--- src/rtl/decode_control_pipe.sv ---
// decode_control_pipe: registered decode/control stage for the stack machine.
// One-entry output register with valid/ready on both sides, stack occupancy
// tracking with underflow/overflow detection before issue, and a small FSM
// that stalls intake while a data-memory access completes or a fault is pending.
module decode_control_pipe #(
  parameter int INSTR_W     = 32,
  parameter int STACK_DEPTH = 16,
  parameter int CNT_W       = 5,
  parameter int MEM_LAT     = 2
) (
  input  logic               clk,
  input  logic               reset,
  input  logic               in_valid,
  output logic               in_ready,
  input  logic [INSTR_W-1:0] instruction,
  output logic               out_valid,
  input  logic               out_ready,
  output logic               ALUOp,
  output logic [1:0]         PCSrc,
  output logic               MemRead,
  output logic               MemWrite,
  output logic [1:0]         StackWriteSrc,
  output logic               ALUSrc,
  output logic [1:0]         StackUpdateMode,
  output logic [INSTR_W-7:0] imm,
  output logic [CNT_W-1:0]   stack_count,
  output logic               fault,
  output logic [1:0]         fault_code,
  input  logic               fault_clear
);

  // Stall counter sized for MEM_LAT-1; at least one bit even when the stall is off.
  localparam int LAT_W = (MEM_LAT < 2) ? 1 : $clog2(MEM_LAT);
  localparam logic [LAT_W-1:0] LAT_LOAD = (MEM_LAT > 0) ? LAT_W'(MEM_LAT - 1) : '0;
  localparam logic LAT_EN = (MEM_LAT > 0) ? 1'b1 : 1'b0;
  localparam logic signed [CNT_W+1:0] DEPTH_S = (CNT_W+2)'(STACK_DEPTH);

  typedef enum logic [1:0] {
    ST_RUN      = 2'b00,
    ST_MEM_WAIT = 2'b01,
    ST_FAULT    = 2'b10
  } state_t;

  typedef struct packed {
    logic       alu_op;
    logic [1:0] pc_src;
    logic       mem_read;
    logic       mem_write;
    logic [1:0] wsrc;
    logic       alu_src;
    logic [1:0] mode;
  } ctrl_t;

  typedef struct packed {
    logic [1:0]        need;
    logic signed [2:0] net;
    ctrl_t             ctrl;
  } dec_t;

  // Decode one instruction into stack requirement, net stack change and control fields.
  function automatic dec_t decode(input logic [2:0] op1, input logic [2:0] op2);
    dec_t d;
    d = '0;
    case (op1)
      3'b000: begin
        d.ctrl.wsrc = 2'b01;
        if (op2 == 3'b010 || op2 == 3'b111) begin
          d.need = 2'd1; d.net = 3'sb000; d.ctrl.mode = 2'b00;
        end else begin
          d.need = 2'd2; d.net = 3'sb111; d.ctrl.mode = 2'b11;
        end
      end
      3'b001: begin
        d.ctrl.alu_src = 1'b1;
        d.ctrl.wsrc    = 2'b01;
        if (op2 == 3'b111) begin
          d.need = 2'd0; d.net = 3'sb001; d.ctrl.mode = 2'b01;
        end else begin
          d.need = 2'd1; d.net = 3'sb000; d.ctrl.mode = 2'b00;
        end
      end
      3'b010: begin
        d.need = 2'd0; d.net = 3'sb001;
        d.ctrl.mem_read = 1'b1; d.ctrl.wsrc = 2'b10; d.ctrl.mode = 2'b01;
      end
      3'b011: begin
        d.need = 2'd1; d.net = 3'sb111;
        d.ctrl.mem_write = 1'b1; d.ctrl.wsrc = 2'b00; d.ctrl.mode = 2'b11;
      end
      3'b100: begin
        d.need = 2'd2; d.net = 3'sb111;
        d.ctrl.alu_op = 1'b1; d.ctrl.wsrc = 2'b01; d.ctrl.mode = 2'b11;
      end
      3'b101: begin
        d.need = 2'd2; d.net = 3'sb110;
        d.ctrl.alu_op = 1'b1; d.ctrl.pc_src = 2'b01; d.ctrl.wsrc = 2'b00; d.ctrl.mode = 2'b10;
      end
      3'b110: begin
        d.need = 2'd0; d.net = 3'sb001;
        d.ctrl.wsrc = 2'b11; d.ctrl.mode = 2'b01;
      end
      3'b111: begin
        d.need = 2'd1; d.net = 3'sb111;
        d.ctrl.pc_src = 2'b10; d.ctrl.wsrc = 2'b00; d.ctrl.mode = 2'b11;
      end
      default: d = '0;
    endcase
    return d;
  endfunction

  state_t             state_q;
  logic [LAT_W-1:0]   wait_q;
  ctrl_t              ctrl_q;
  logic [INSTR_W-7:0] imm_q;
  logic               out_valid_q;
  logic [CNT_W-1:0]   count_q;
  logic [CNT_W-1:0]   count_d;
  logic               fault_q;
  logic [1:0]         fault_code_q;

  dec_t                     dec_s;
  logic                     ready_s;
  logic                     accept_s;
  logic                     under_s;
  logic                     over_s;
  logic                     load_s;
  logic                     mem_s;
  logic signed [CNT_W+1:0]  sum_s;

  // Decode the offered instruction and evaluate accept and fault conditions.
  always_comb begin
    dec_s    = decode(instruction[INSTR_W-1:INSTR_W-3], instruction[INSTR_W-4:INSTR_W-6]);
    ready_s  = (state_q == ST_RUN) && (!out_valid_q || out_ready);
    accept_s = in_valid && ready_s;
    sum_s    = $signed({2'b00, count_q}) + $signed({{(CNT_W-1){dec_s.net[2]}}, dec_s.net});
    under_s  = (count_q < CNT_W'(dec_s.need));
    if (under_s) begin
      over_s = 1'b0;
    end else begin
      over_s = (sum_s > DEPTH_S);
    end
    load_s  = accept_s && !under_s && !over_s;
    mem_s   = dec_s.ctrl.mem_read || dec_s.ctrl.mem_write;
    count_d = sum_s[CNT_W-1:0];
  end

  // Output register, occupancy counter and RUN/MEM_WAIT/FAULT state machine.
  always_ff @(posedge clk) begin
    if (reset) begin
      state_q      <= ST_RUN;
      wait_q       <= '0;
      ctrl_q       <= '0;
      imm_q        <= '0;
      out_valid_q  <= 1'b0;
      count_q      <= '0;
      fault_q      <= 1'b0;
      fault_code_q <= 2'b00;
    end else begin
      if (load_s) begin
        ctrl_q      <= dec_s.ctrl;
        imm_q       <= instruction[INSTR_W-7:0];
        out_valid_q <= 1'b1;
        count_q     <= count_d;
      end else if (out_ready) begin
        out_valid_q <= 1'b0;
      end else begin
        out_valid_q <= out_valid_q;
      end

      case (state_q)
        ST_RUN: begin
          if (accept_s && under_s) begin
            state_q      <= ST_FAULT;
            fault_q      <= 1'b1;
            fault_code_q <= 2'b01;
          end else if (accept_s && over_s) begin
            state_q      <= ST_FAULT;
            fault_q      <= 1'b1;
            fault_code_q <= 2'b10;
          end else if (load_s && mem_s && LAT_EN) begin
            state_q <= ST_MEM_WAIT;
            wait_q  <= LAT_LOAD;
          end else begin
            state_q <= ST_RUN;
          end
        end
        ST_MEM_WAIT: begin
          if (wait_q == '0) begin
            state_q <= ST_RUN;
          end else begin
            wait_q <= wait_q - LAT_W'(1);
          end
        end
        ST_FAULT: begin
          if (fault_clear) begin
            state_q      <= ST_RUN;
            fault_q      <= 1'b0;
            fault_code_q <= 2'b00;
          end else begin
            state_q <= ST_FAULT;
          end
        end
        default: state_q <= ST_RUN;
      endcase
    end
  end

  assign in_ready        = ready_s;
  assign out_valid       = out_valid_q;
  assign ALUOp           = ctrl_q.alu_op;
  assign PCSrc           = ctrl_q.pc_src;
  assign MemRead         = ctrl_q.mem_read;
  assign MemWrite        = ctrl_q.mem_write;
  assign StackWriteSrc   = ctrl_q.wsrc;
  assign ALUSrc          = ctrl_q.alu_src;
  assign StackUpdateMode = ctrl_q.mode;
  assign imm             = imm_q;
  assign stack_count     = count_q;
  assign fault           = fault_q;
  assign fault_code      = fault_code_q;

endmodule

--- config.mk ---
export PLATFORM = sky130hd
export DESIGN_NAME = decode_control_pipe
export DESIGN_NICKNAME = d
export VERILOG_FILES = /design/src/rtl/decode_control_pipe.sv
export SDC_FILE = /design/constraint.sdc
export NUM_CORES = 1
export LEC_CHECK = 0
export BUFFER_PORTS_ARGS = -buffer_cell sky130_fd_sc_hd__buf_2
export CORE_ASPECT_RATIO = 0.8
export CORE_MARGIN = 1
export CORE_UTILIZATION = 53
export CTS_CLUSTER_DIAMETER = 200
export DETAILED_ROUTE_END_ITERATION = 16
export GPL_TIMING_DRIVEN = 0
export MAX_ROUTING_LAYER = met4
export PLACE_DENSITY = 0.83
export SYNTH_ARGS = -nofsm -noshare
export SYNTH_HDL_FRONTEND = slang
export SYNTH_SLANG_ARGS = --single-unit
--- constraint.sdc ---
create_clock -name clk -period 10.3 [get_ports clk]
set_clock_uncertainty 0.15 [all_clocks]
set_input_delay 2.06 -clock clk [delete_from_list [all_inputs] [get_ports clk]]
set_output_delay 2.06 -clock clk [all_outputs]
set_load 0.01 [all_outputs]
==> run_results.csv, run 1 <==
group,metric,value,unit
run_status,status,"finished clean",
critical_path,slowest_delay,0.41,ns
detailed_routing,route.detailed.drc,0,
grt,grt_max_degree,16,
floorplanning,core_area,3930,sq um
critical_path,cp_max_fo,10,
floorplanning,die_x,74.7,microns
critical_path,path_cells,"buf_2 -> clkbuf_1 -> nand2_1 -> o22ai_1 -> a211o_1 -> ha_1 -> inv_1 -> fa_1 -> nand2b_1 -> a21oi_1 -> xnor2_1 -> o41ai_2 -> o211ai_4 -> buf_6 -> mux2i_1 -> nor2_1",
yosys,synth-seq-cells,48,
yosys,synth_area_per_cell,9.75,sq um
critical_path,critical-path-top-delay-family,"compound AO/OA/AOI/OAI gates",
critical_path,endpoint_kind,"flop",
floorplanning,row_count,20,
final_layout,syn2layout_area_growth,25.1,%
timing,worstMarginPinSlew,0.589,ns
timing,fmax,193,MHz
grt,antenna_found_initial,0,
power,pwr-share-comb,51.7,%
critical_path,cpMaxStageDelayCell,"fa_1",
critical_path,startpoint_type,"primary input",
placement,place_congestion,0.820,
timing,hold_ws,0.316,ns
detailed_routing,drtPass1Iterations,4,
power,peakVddDrop,0.144,mV
timing,rsz0062_at_grt,"no",
yosys,synth_edf_count,0,
clock_tree,cts_tree,"done",
power,power_density,287,nW/um^2
detailed_routing,vias,1914,
yosys,synth-async-reset-ratio,0,%
power,total_power,0.805,mW
detailed_routing,drt-initial-drc-count,121,
clock_tree,cts_buffers,5,
final_layout,fillCellCount,324,
yosys,synthDistinctLibCells,49,
yosys,yosys_most_used_dff,"dfxtp_1",
final_layout,final_common_cell,"buf_2",
timing,finalSetupViolations,0,
power,p_clk_share,13.6,%
clock_tree,clock_path_buffers,2,
clock_tree,hold_buffers,0,
hold_path,hp-class,"flop to flop",
clock_tree,htree_levels,2,
timing,tns,0,ns
yosys,synthesis.area,2240,sq um
timing,slew_headroom,60.8,%
power,leakagePower,1.48,nW
job,drv_cap,0,
critical_path,crit_required,10.33,ns
detailed_routing,wl_per_cell,12.5,microns
final_layout,drive_gt1_share,33.2,%
floorplanning,dieArea,4500,sq um
timing,drv_slew,0,
timing,fin_crit_sh,50.2,%
floorplanning,start_util,57.1,%
power,seqPwrFrac,34.7,%
grt,grt_pass1_vias,1640,
power,power.internal,0.487,mW
timing,min_period,5.17,ns
detailed_routing,drtAntennaViolNets,0,
clock_tree,cts_sinks,48,
yosys,syn_nets,275,
final_layout,finalCoreUtilization,71.4,%
clock_tree,cts.clk_slew.worst_paths,0.09,ns
yosys,netlist_instances,230,
yosys,ys_seq_area_share,42.9,%
clock_tree,cts-root-buf,"clkbuf_8",
floorplanning,io_pins,83,
floorplanning,die_h,60.2,microns
power,p_sw,0.318,mW
critical_path,cp.arrival,5.20,ns
final_layout,final_cell_mix,"buf_2, dfxtp_1, nor2_1",
timing,hold_viol,0,
final_layout,antenna_cells,0,
grt,track_usage,22.4,%
clock_tree,worstSkewPairLatency,0.30,ns
clock_tree,ctsResizeCount,0,
detailed_routing,drt-total-wl,4670,microns
power,p_sw_share,39.5,%
placement,port_buffers,81,
yosys,yosysWarnings,0,
detailed_routing,vias_per_cell,5.12,
final_layout,final_nets,363,
grt,grt-ovfl-total,0,
grt,grt_pass1_wl,7300,microns
critical_path,path_class,"primary input to flop",
placement,place_hpwl,3600,microns
critical_path,crit_buf_inv,4,
clock_tree,post-cts-setup-buffer-count,0,
## synthesized netlist by cell type, types with 3 or more instances
master / number / area, sq um
o21ai_0: 5 / 25.0
nand3_1: 4 / 20.0
a21oi_1: 8 / 40.0
xnor2_1: 4 / 35.0
nor2_1: 40 / 150
dfxtp_1: 48 / 961
clkbuf_1: 6 / 22.5
mux2i_1: 34 / 340
a211oi_2: 3 / 37.5
nand2_1: 9 / 33.8
ha_1: 7 / 87.6
buf_6: 4 / 45.0
a21oi_2: 4 / 35.0
inv_1: 10 / 37.5
nand2b_1: 4 / 25.0
## layout make-up
type                       count  area [sq um]  share of cell area [%]
clock buffer                   5          68.8                    2.45
inverter                      10          37.5                    1.34
sequential                    48           961                    34.3
tap                           55          68.8                    2.45
multi-input combinational    159          1150                    41.0
clock inverter                 3          18.8                   0.669
timing repair buffer          81           405                    14.5
buffer                        13          95.1                    3.39
## logic make-up (layout without fill, tap and decap cells)
logic type      Yosys count  count (layout)  synth area share, %
compound gates           41              41                 14.5
xor+xnor                  5               5                 2.29
fa+ha+maj                 8               8                 4.80
buf+inv                  23             112                 5.91
flops                    48              48                 42.9
mux                      34              34                 15.2
simple gates             71              71                 14.5
## power groups by stage
stage          logic, mW  registers, mW  clock network (mW)
6_report           0.416          0.279               0.110
3_5_place_dp       0.416          0.283                   0
5_1_grt            0.457          0.287               0.119
4_1_cts            0.418          0.279               0.113
3_3_place_gp       0.407          0.281                   0
2_1_floorplan      0.277          0.308                   0
## worst paths after layout
check                                                     end  slack, ns                     startpoint  depth (start not counted)
worst min-delay path            StackWriteSrc[1]$_SDFFE_PP0P_       0.32  StackWriteSrc[1]$_SDFFE_PP0P_                          2
worst max register to register            imm[8]$_SDFFE_PP0P_       7.38    stack_count[0]$_SDFFE_PP0P_                         11
worst min register to register  StackWriteSrc[1]$_SDFFE_PP0P_       0.32  StackWriteSrc[1]$_SDFFE_PP0P_                          2
worst max-delay path                      imm[8]$_SDFFE_PP0P_       5.13                instruction[29]                         16
## flip-flops by register name, summed over array words and instances, names as in the netlist
register and cells:
wait_q 1, StackUpdateMode 2, ALUSrc 1, MemRead 1, StackWriteSrc 2, MemWrite 1
fault_code 2, imm 26, PCSrc 2, fault 1, state_q 2, out_valid 1
stack_count 5, ALUOp 1
## metrics by stage
step | cell area [sq um] | setup slack [ns] | std cells
after global routing | 2800 | 4.93 | 374
after detailed placement | 2720 | 4.86 | 366
after CTS | 2800 | 5.17 | 374
after global placement | 2720 | 4.90 | 366
after floorplan | 2240 | 5.43 | 230
final | 2800 | 5.13 | 374
## worst min-delay path, cell delays in order, from the launching register on
cell and delay [ns]:
dfxtp_1 0.32, nand2_1 0.07, a21oi_2 0.05
## metal layers
layer	GRT usage (%)	wire, microns	part of all wire [%]
met2	35.0	2160	46
met3	5.06	225	4.8
met4	8.09	62	1.3
met1	28.4	2220	48
met5	-	0	0
No activity file was read; power rests on OpenSTA's default activity.
==> run 2: changes to the inputs <==
--- a/config.mk
+++ b/config.mk
@@ -5,15 +5,16 @@
 export SDC_FILE = /design/constraint.sdc
 export NUM_CORES = 1
 export LEC_CHECK = 0
+export ABC_AREA = 1
 export BUFFER_PORTS_ARGS = -buffer_cell sky130_fd_sc_hd__buf_2
 export CORE_ASPECT_RATIO = 0.8
 export CORE_MARGIN = 1
-export CORE_UTILIZATION = 53
+export CORE_UTILIZATION = 49
 export CTS_CLUSTER_DIAMETER = 200
 export DETAILED_ROUTE_END_ITERATION = 16
 export GPL_TIMING_DRIVEN = 0
 export MAX_ROUTING_LAYER = met4
-export PLACE_DENSITY = 0.83
+export PLACE_DENSITY = 0.77
 export SYNTH_ARGS = -nofsm -noshare
 export SYNTH_HDL_FRONTEND = slang
 export SYNTH_SLANG_ARGS = --single-unit
==> constraint.sdc (replaced) <==
create_clock -name clk -period 5.4 [get_ports clk]
set_clock_uncertainty 0.15 [all_clocks]
set_input_delay 1.08 -clock clk [delete_from_list [all_inputs] [get_ports clk]]
set_output_delay 1.08 -clock clk [all_outputs]
set_load 0.01 [all_outputs]
==> run 2 against run 1 <==
Global-route usage is 0.35 points higher. Largest cell class unchanged. Design area is 1.7% higher. Largest power group unchanged. Critical path depth is 3 higher. Routed wire length is 9.5% higher. Highest routed layer unchanged. Clock-buffer cell count is 2 higher.
==> run_results.csv, run 2 <==
group,metric,value,unit
run_status,status,"finished clean",
critical_path,r2r_start,"stack_count[0]$_SDFFE_PP0P_",
final_layout,drive_gt1_share,31.8,%
final_layout,largest_reg_flops,26,
hold_path,hp-class,"flop to flop",
yosys,synthAdderAreaFrac,4.78,%
power,power.internal,0.908,mW
critical_path,cp.arrival,3.57,ns
clock_tree,post-cts-setup-buffer-count,0,
power,peakVddDrop,0.252,mV
power,pwr-share-comb,46.8,%
grt,antenna_found_initial,0,
final_layout,antenna_cells,0,
timing,tns,0,ns
detailed_routing,drt-total-wl,5110,microns
clock_tree,ctsResizeCount,0,
yosys,yosys.area_share.simple,28.1,%
yosys,synth-seq-cells,48,
yosys,synth_area_per_cell,7.53,sq um
grt,grt_pass1_vias,1922,
timing,min_period,3.52,ns
timing,rsz0062_at_grt,"no",
yosys,synth.most_common_cell,"nor2_1",
critical_path,startpoint_type,"primary input",
clock_tree,cts.clk_slew.worst_paths,0.08,ns
placement,port_buffers,80,
detailed_routing,vias,2187,
yosys,yosys.area_share.xor_xnor,0.389,%
timing,fmax,284,MHz
placement,place_area,2720,sq um
detailed_routing,drtAntennaViolNets,0,
hold_path,min_from,"wait_q$_SDFFE_PP0P_",
placement,place_congestion,0.829,
detailed_routing,drt-initial-drc-count,58,
grt,track_usage,22.7,%
detailed_routing,drtPass1Iterations,4,
hold_path,min_path_cells,2,
timing,worstMarginPinSlew,0.620,ns
grt,grt_pass1_wl,8460,microns
power,power_density,524,nW/um^2
clock_tree,cts_buffers,5,
yosys,synth_area_leaders,"dfxtp_1, nor2_1, o21ai_0, nand2_1, ha_1",
critical_path,path_class,"primary input to flop",
critical_path,startpoint,"instruction[28]",
power,p_sw_share,39.3,%
yosys,netlist_instances,299,
detailed_routing,vias_per_cell,4.93,
yosys,synth_mux_area_share,0,%
final_layout,final_common_cell,"buf_2",
yosys,synth-async-reset-ratio,0,%
floorplanning,dieArea,4870,sq um
yosys,synth-compound-area-share,15.3,%
clock_tree,hold_buffers,0,
yosys,synthTopCellsByCount,"nor2_1, dfxtp_1, nand2_1",
yosys,synth_top_family_by_area,"simple AND/OR/NAND/NOR gates",
yosys,synth_top_area_share,42.7,%
grt,grt-ovfl-total,0,
critical_path,cp_max_fo,10,
timing,slew_headroom,58.7,%
critical_path,crit_required,5.44,ns
floorplanning,core_area,4280,sq um
detailed_routing,wl_per_cell,11.5,microns
critical_path,r2r_cells,15,
placement,place_hpwl,3920,microns
final_layout,final_cell_mix,"buf_2, nor2_1, dfxtp_1",
clock_tree,clock_path_buffers,2,
yosys,yosysTopAreaCell,"dfxtp_1",
power,leakagePower,1.41,nW
clock_tree,cts_tree,"done",
floorplanning,die_x,77.8,microns
final_layout,final_nets,431,
critical_path,endpoint_kind,"flop",
clock_tree,cts_sinks,48,
yosys,yosys_most_used_dff,"dfxtp_1",
grt,grt_max_degree,15,
floorplanning,die_h,62.6,microns
floorplanning,row_count,21,
floorplanning,start_util,52.6,%
job,drv_cap,0,
yosys,synthesis.area,2250,sq um
timing,drv_slew,0,
clock_tree,worstSkewPairLatency,0.30,ns
power,p_sw,0.587,mW
final_layout,design_area,2850,sq um
power,p_clk_share,18.5,%
timing,hold_viol,0,
yosys,synthDistinctLibCells,30,
clock_tree,cts-root-buf,"clkbuf_8",
power,seqPwrFrac,34.7,%
yosys,ys_seq_area_share,42.7,%
timing,fin_crit_sh,65.3,%
floorplanning,io_pins,83,
timing,finalSetupViolations,0,
clock_tree,htree_levels,2,
detailed_routing,route.detailed.drc,0,
final_layout,syn2layout_area_growth,26.6,%
yosys,synth_edf_count,0,
yosys,syn_nets,344,
yosys,yosysWarnings,0,
[run 2: cell count changes after synthesis, sizes merged, moves of 5 or more]
cell | previous run | this run
buf | 7 | 12
mux2i | 34 | 0
o21ai | 5 | 37
a21oi | 12 | 24
nand3 | 4 | 17
inv | 10 | 23
nor2 | 40 | 63
nand2 | 9 | 54
[run 2: logic make-up after synthesis]
kind of cell | Yosys count
and+or+nand+nor | 143
AOI/OAI and AO/OA | 62
DFF | 48
buffers and inverters | 37
adders and majority gates | 8
xor gates and xnor gates | 1
[run 2: worst max-delay path, stage by stage]
cell and delay, ns:
buf_2 0.08, nand3_1 0.15, o21ai_0 0.18, and2_1 0.18, ha_1 0.17, inv_1 0.05, fa_1 0.42, nand3b_1 0.21
nand2_1 0.10, nand2_1 0.05, nand2_1 0.07, nand2_1 0.05, nand2_1 0.05, nand3_1 0.09, nand2_1 0.09, nand2_2 0.09
buf_2 0.18, o21ai_0 0.20, nor2_1 0.06
[run 2: final timing paths]
kind	end	slack [ns]
worst max-delay path	imm[23]$_SDFFE_PP0P_	1.88
worst min-delay path	wait_q$_SDFFE_PP0P_	0.30
worst max register to register	imm[23]$_SDFFE_PP0P_	2.89
worst min register to register	wait_q$_SDFFE_PP0P_	0.30
[run 2: layout make-up]
class                   count  area [sq um]
inverters                  23          88.8
clock buffers               7          96.3
fillers                   392          1430
well taps                  57          71.3
flip-flops and latches     48           961
plain buffers              14           109
clock inverters             1          30.0
repair buffers             80           400
multi-input cells         214          1090
[run 2: power by group through the flow]
stage,Sequential [mW],Combinational (mW),Clock (mW)
2_1_floorplan,0.573,0.441,0
3_3_place_gp,0.523,0.684,0
3_5_place_dp,0.527,0.700,0
4_1_cts,0.519,0.703,0.281
5_1_grt,0.530,0.795,0.295
6_report,0.519,0.699,0.277
[run 2: per-stage QoR]
stage	setup slack (ns)	std cells	utilization, %	power (mW)	hold slack, ns
floorplan	1.88	299	-	1.01	0.275
detailed placement	1.56	436	63.6	1.23	0.290
finish	1.88	444	66.5	1.49	0.304
global placement	1.58	436	63.6	1.21	0.283
global route	1.55	444	66.5	1.62	0.321
CTS	1.86	444	66.5	1.50	0.302
[run 2: routing by layer]
metal  routed length, microns  GRT usage, %  vias up
li1                         -             -     1141
met1                     2490          28.6      974
met2                     2240          36.3       63
met3                      313          5.11        9
met4                       71          7.31        0
met5                        0             -        -
==> run 3: changes to the inputs <==
--- a/config.mk
+++ b/config.mk
@@ -5,7 +5,7 @@
 export SDC_FILE = /design/constraint.sdc
 export NUM_CORES = 1
 export LEC_CHECK = 0
-export ABC_AREA = 1
+export ABC_AREA = 0
 export BUFFER_PORTS_ARGS = -buffer_cell sky130_fd_sc_hd__buf_2
 export CORE_ASPECT_RATIO = 0.8
 export CORE_MARGIN = 1
==> constraint.sdc (replaced) <==
create_clock -name clk -period 3.6 [get_ports clk]
set_clock_uncertainty 0.15 [all_clocks]
set_input_delay 0.72 -clock clk [delete_from_list [all_inputs] [get_ports clk]]
set_output_delay 0.72 -clock clk [all_outputs]
set_load 0.01 [all_outputs]
==> run 3 against run 2 <==
Routed wire length grew 4.7%. Highest routed layer unchanged. Non-clock buffer count grew 9. Total power grew 72%. Final cell count shrank 14%. Global-route usage grew 0.51 points. Via count shrank 9.1%. Sequential cell count is the same. Sequential power grew 56%. First-iteration DRC count grew 69%. Hold slack gained 0.013 ns. Critical endpoint is now imm[7]$_SDFFE_PP0P_.
==> run_results.csv, run 3 (synthesis results as in run 1) <==
group,metric,value,unit
run_status,status,"finished clean",
grt,grt_max_degree,15,
timing,rsz0062_at_grt,"yes",
placement,place_hpwl,3760,microns
timing,hold_ws,0.318,ns
clock_tree,hold_buffers,0,
placement,port_buffers,81,
critical_path,cpMaxStageDelayCell,"fa_2",
clock_tree,cts_sinks,48,
power,power_density,848,nW/um^2
final_layout,seq_area,961,sq um
timing,min_period,3.51,ns
placement,dpl_worst_slack,-0.467,ns
hold_path,hp-class,"flop to flop",
clock_tree,htree_levels,2,
floorplanning,io_pins,83,
power,leakagePower,1.60,nW
critical_path,crit_buf_inv,4,
detailed_routing,drt-total-wl,5350,microns
power,peakVddDrop,0.488,mV
grt,track_usage,23.3,%
final_layout,antenna_cells,0,
critical_path,crit_required,3.63,ns
critical_path,endpoint_kind,"flop",
clock_tree,cts-root-buf,"clkbuf_8",
detailed_routing,drtPass1Iterations,5,
final_layout,syn2layout_area_growth,35.5,%
timing,fmax,285,MHz
clock_tree,cts_tree,"done",
grt,grt-ovfl-total,0,
final_layout,largest_reg_flops,26,
critical_path,startpoint_type,"primary input",
final_layout,final_common_cell,"buf_2",
final_layout,final_cell_mix,"buf_2, dfxtp_1, nor2_1",
floorplanning,core_area,4280,sq um
clock_tree,cts.clk_slew.worst_paths,0.09,ns
critical_path,cp_max_fo,10,
floorplanning,die_h,62.5,microns
critical_path,critPathMostFrequentCell,"nor2_1",
timing,slew_headroom,60.9,%
grt,antenna_found_initial,0,
clock_tree,clock_path_buffers,2,
placement,dp_cells,368,
floorplanning,row_count,21,
final_layout,multi_input_area,1240,sq um
final_layout,fillCellCount,323,
clock_tree,worstSkewPairLatency,0.30,ns
clock_tree,cts_buffers,5,
critical_path,path_cells,"buf_2 -> clkbuf_8 -> nand2_1 -> o22ai_1 -> a211o_1 -> ha_4 -> inv_1 -> fa_2 -> nand2b_4 -> a21oi_1 -> nor2_1 -> xnor2_2 -> o211ai_4 -> buf_6 -> mux2i_1 -> nor2_1",
detailed_routing,route.detailed.drc,0,
critical_path,slowest_delay,0.36,ns
job,drv_cap,0,
final_layout,drive_gt1_share,38.2,%
detailed_routing,vias,1988,
floorplanning,dieArea,4850,sq um
floorplanning,die_x,77.6,microns
detailed_routing,wl_per_cell,13.9,microns
grt,grt_pass1_wl,8540,microns
critical_path,path_class,"primary input to flop",
placement,place_congestion,0.881,
grt,grt_pass1_vias,1820,
timing,worstMarginPinSlew,0.587,ns
critical_path,critical-path-top-delay-family,"compound AO/OA/AOI/OAI gates",
critical_path,cp.arrival,3.54,ns
floorplanning,start_util,52.4,%
timing,tns,0,ns
timing,drv_slew,0,
detailed_routing,vias_per_cell,5.18,
final_layout,final_cell_count_no_fill,384,
detailed_routing,drtAntennaViolNets,0,
timing,fin_crit_sh,97.4,%
timing,setup_slack,0.0950,ns
timing,hold_viol,0,
timing,finalSetupViolations,0,
final_layout,finalCoreUtilization,70.9,%
detailed_routing,drt-initial-drc-count,98,
final_layout,final_nets,372,
-- run 3: cell types whose count changed in the layout (fill, tap and decap cells not counted), sizes merged, moves of 5 or more --
cell	delta
nand3	-13
mux2i	+34
a21oi	-12
o21ai	-32
nand2	-45
inv	-13
buf	+5
nor2	-23
-- run 3: path summary, 6_finish.rpt --
path	start	endpoint	slack, ns	cells after the start
max	instruction[29]	imm[7]$_SDFFE_PP0P_	0.09	16
min	PCSrc[1]$_SDFFE_PP0P_	PCSrc[1]$_SDFFE_PP0P_	0.32	2
max reg2reg	stack_count[0]$_SDFFE_PP0P_	imm[7]$_SDFFE_PP0P_	0.75	11
min reg2reg	PCSrc[1]$_SDFFE_PP0P_	PCSrc[1]$_SDFFE_PP0P_	0.32	2
-- run 3: worst min-delay path: cells and delay by family, from the launching register on --
| kind | cells | cell delay [ns] |
|---|---|---|
| AOI/OAI and AO/OA | 1 | 0.05 |
| DFF | 1 | 0.32 |
| and+or+nand+nor | 1 | 0.07 |
-- run 3: power breakdown --
part | internal (mW) | switching, mW
Combinational | 0.715 | 0.725
Sequential | 0.701 | 0.110
Clock | 0.153 | 0.171
-- run 3: metrics by stage --
stage / total power, mW / instance area (sq um)
final: 2.58 / 3040
after global routing: 2.75 / 3040
after CTS: 2.48 / 2930
after detailed placement: 2.01 / 2720
after global placement: 1.98 / 2720
after floorplan: 1.67 / 2240
-- run 3: timing repair --
item / 4_1_cts / 5_1_grt
gates cloned: 1 / 0
endpoints found under the setup margin: 47 / 47
resized for setup: 13 / 17
setup buffers: 4 / 6
pin swaps: 5 / 14
-- run 3: final cells by class --
type                            instances  share of cell area (%)
Clock buffer                            6                    2.72
Clock inverter                          1                   0.288
Timing Repair Buffer                   91                    17.2
Buffer                                 12                    3.67
Tap cell                               57                    2.35
Multi-Input combinational cell        159                    40.9
Inverter                               10                    1.24
Sequential cell                        48                    31.6
-- run 3: per-layer routing --
| layer | up-vias | GRT usage (%) | share of wire (%) | routed length (microns) |
|---|---|---|---|---|
| met5 | - | - | 0 | 0 |
| met4 | 0 | 11.3 | 1.2 | 63 |
| met3 | 4 | 3.80 | 4.5 | 240 |
| met2 | 54 | 38.2 | 49 | 2630 |
| met1 | 934 | 27.8 | 45 | 2420 |
| li1 | 996 | - | - | - |
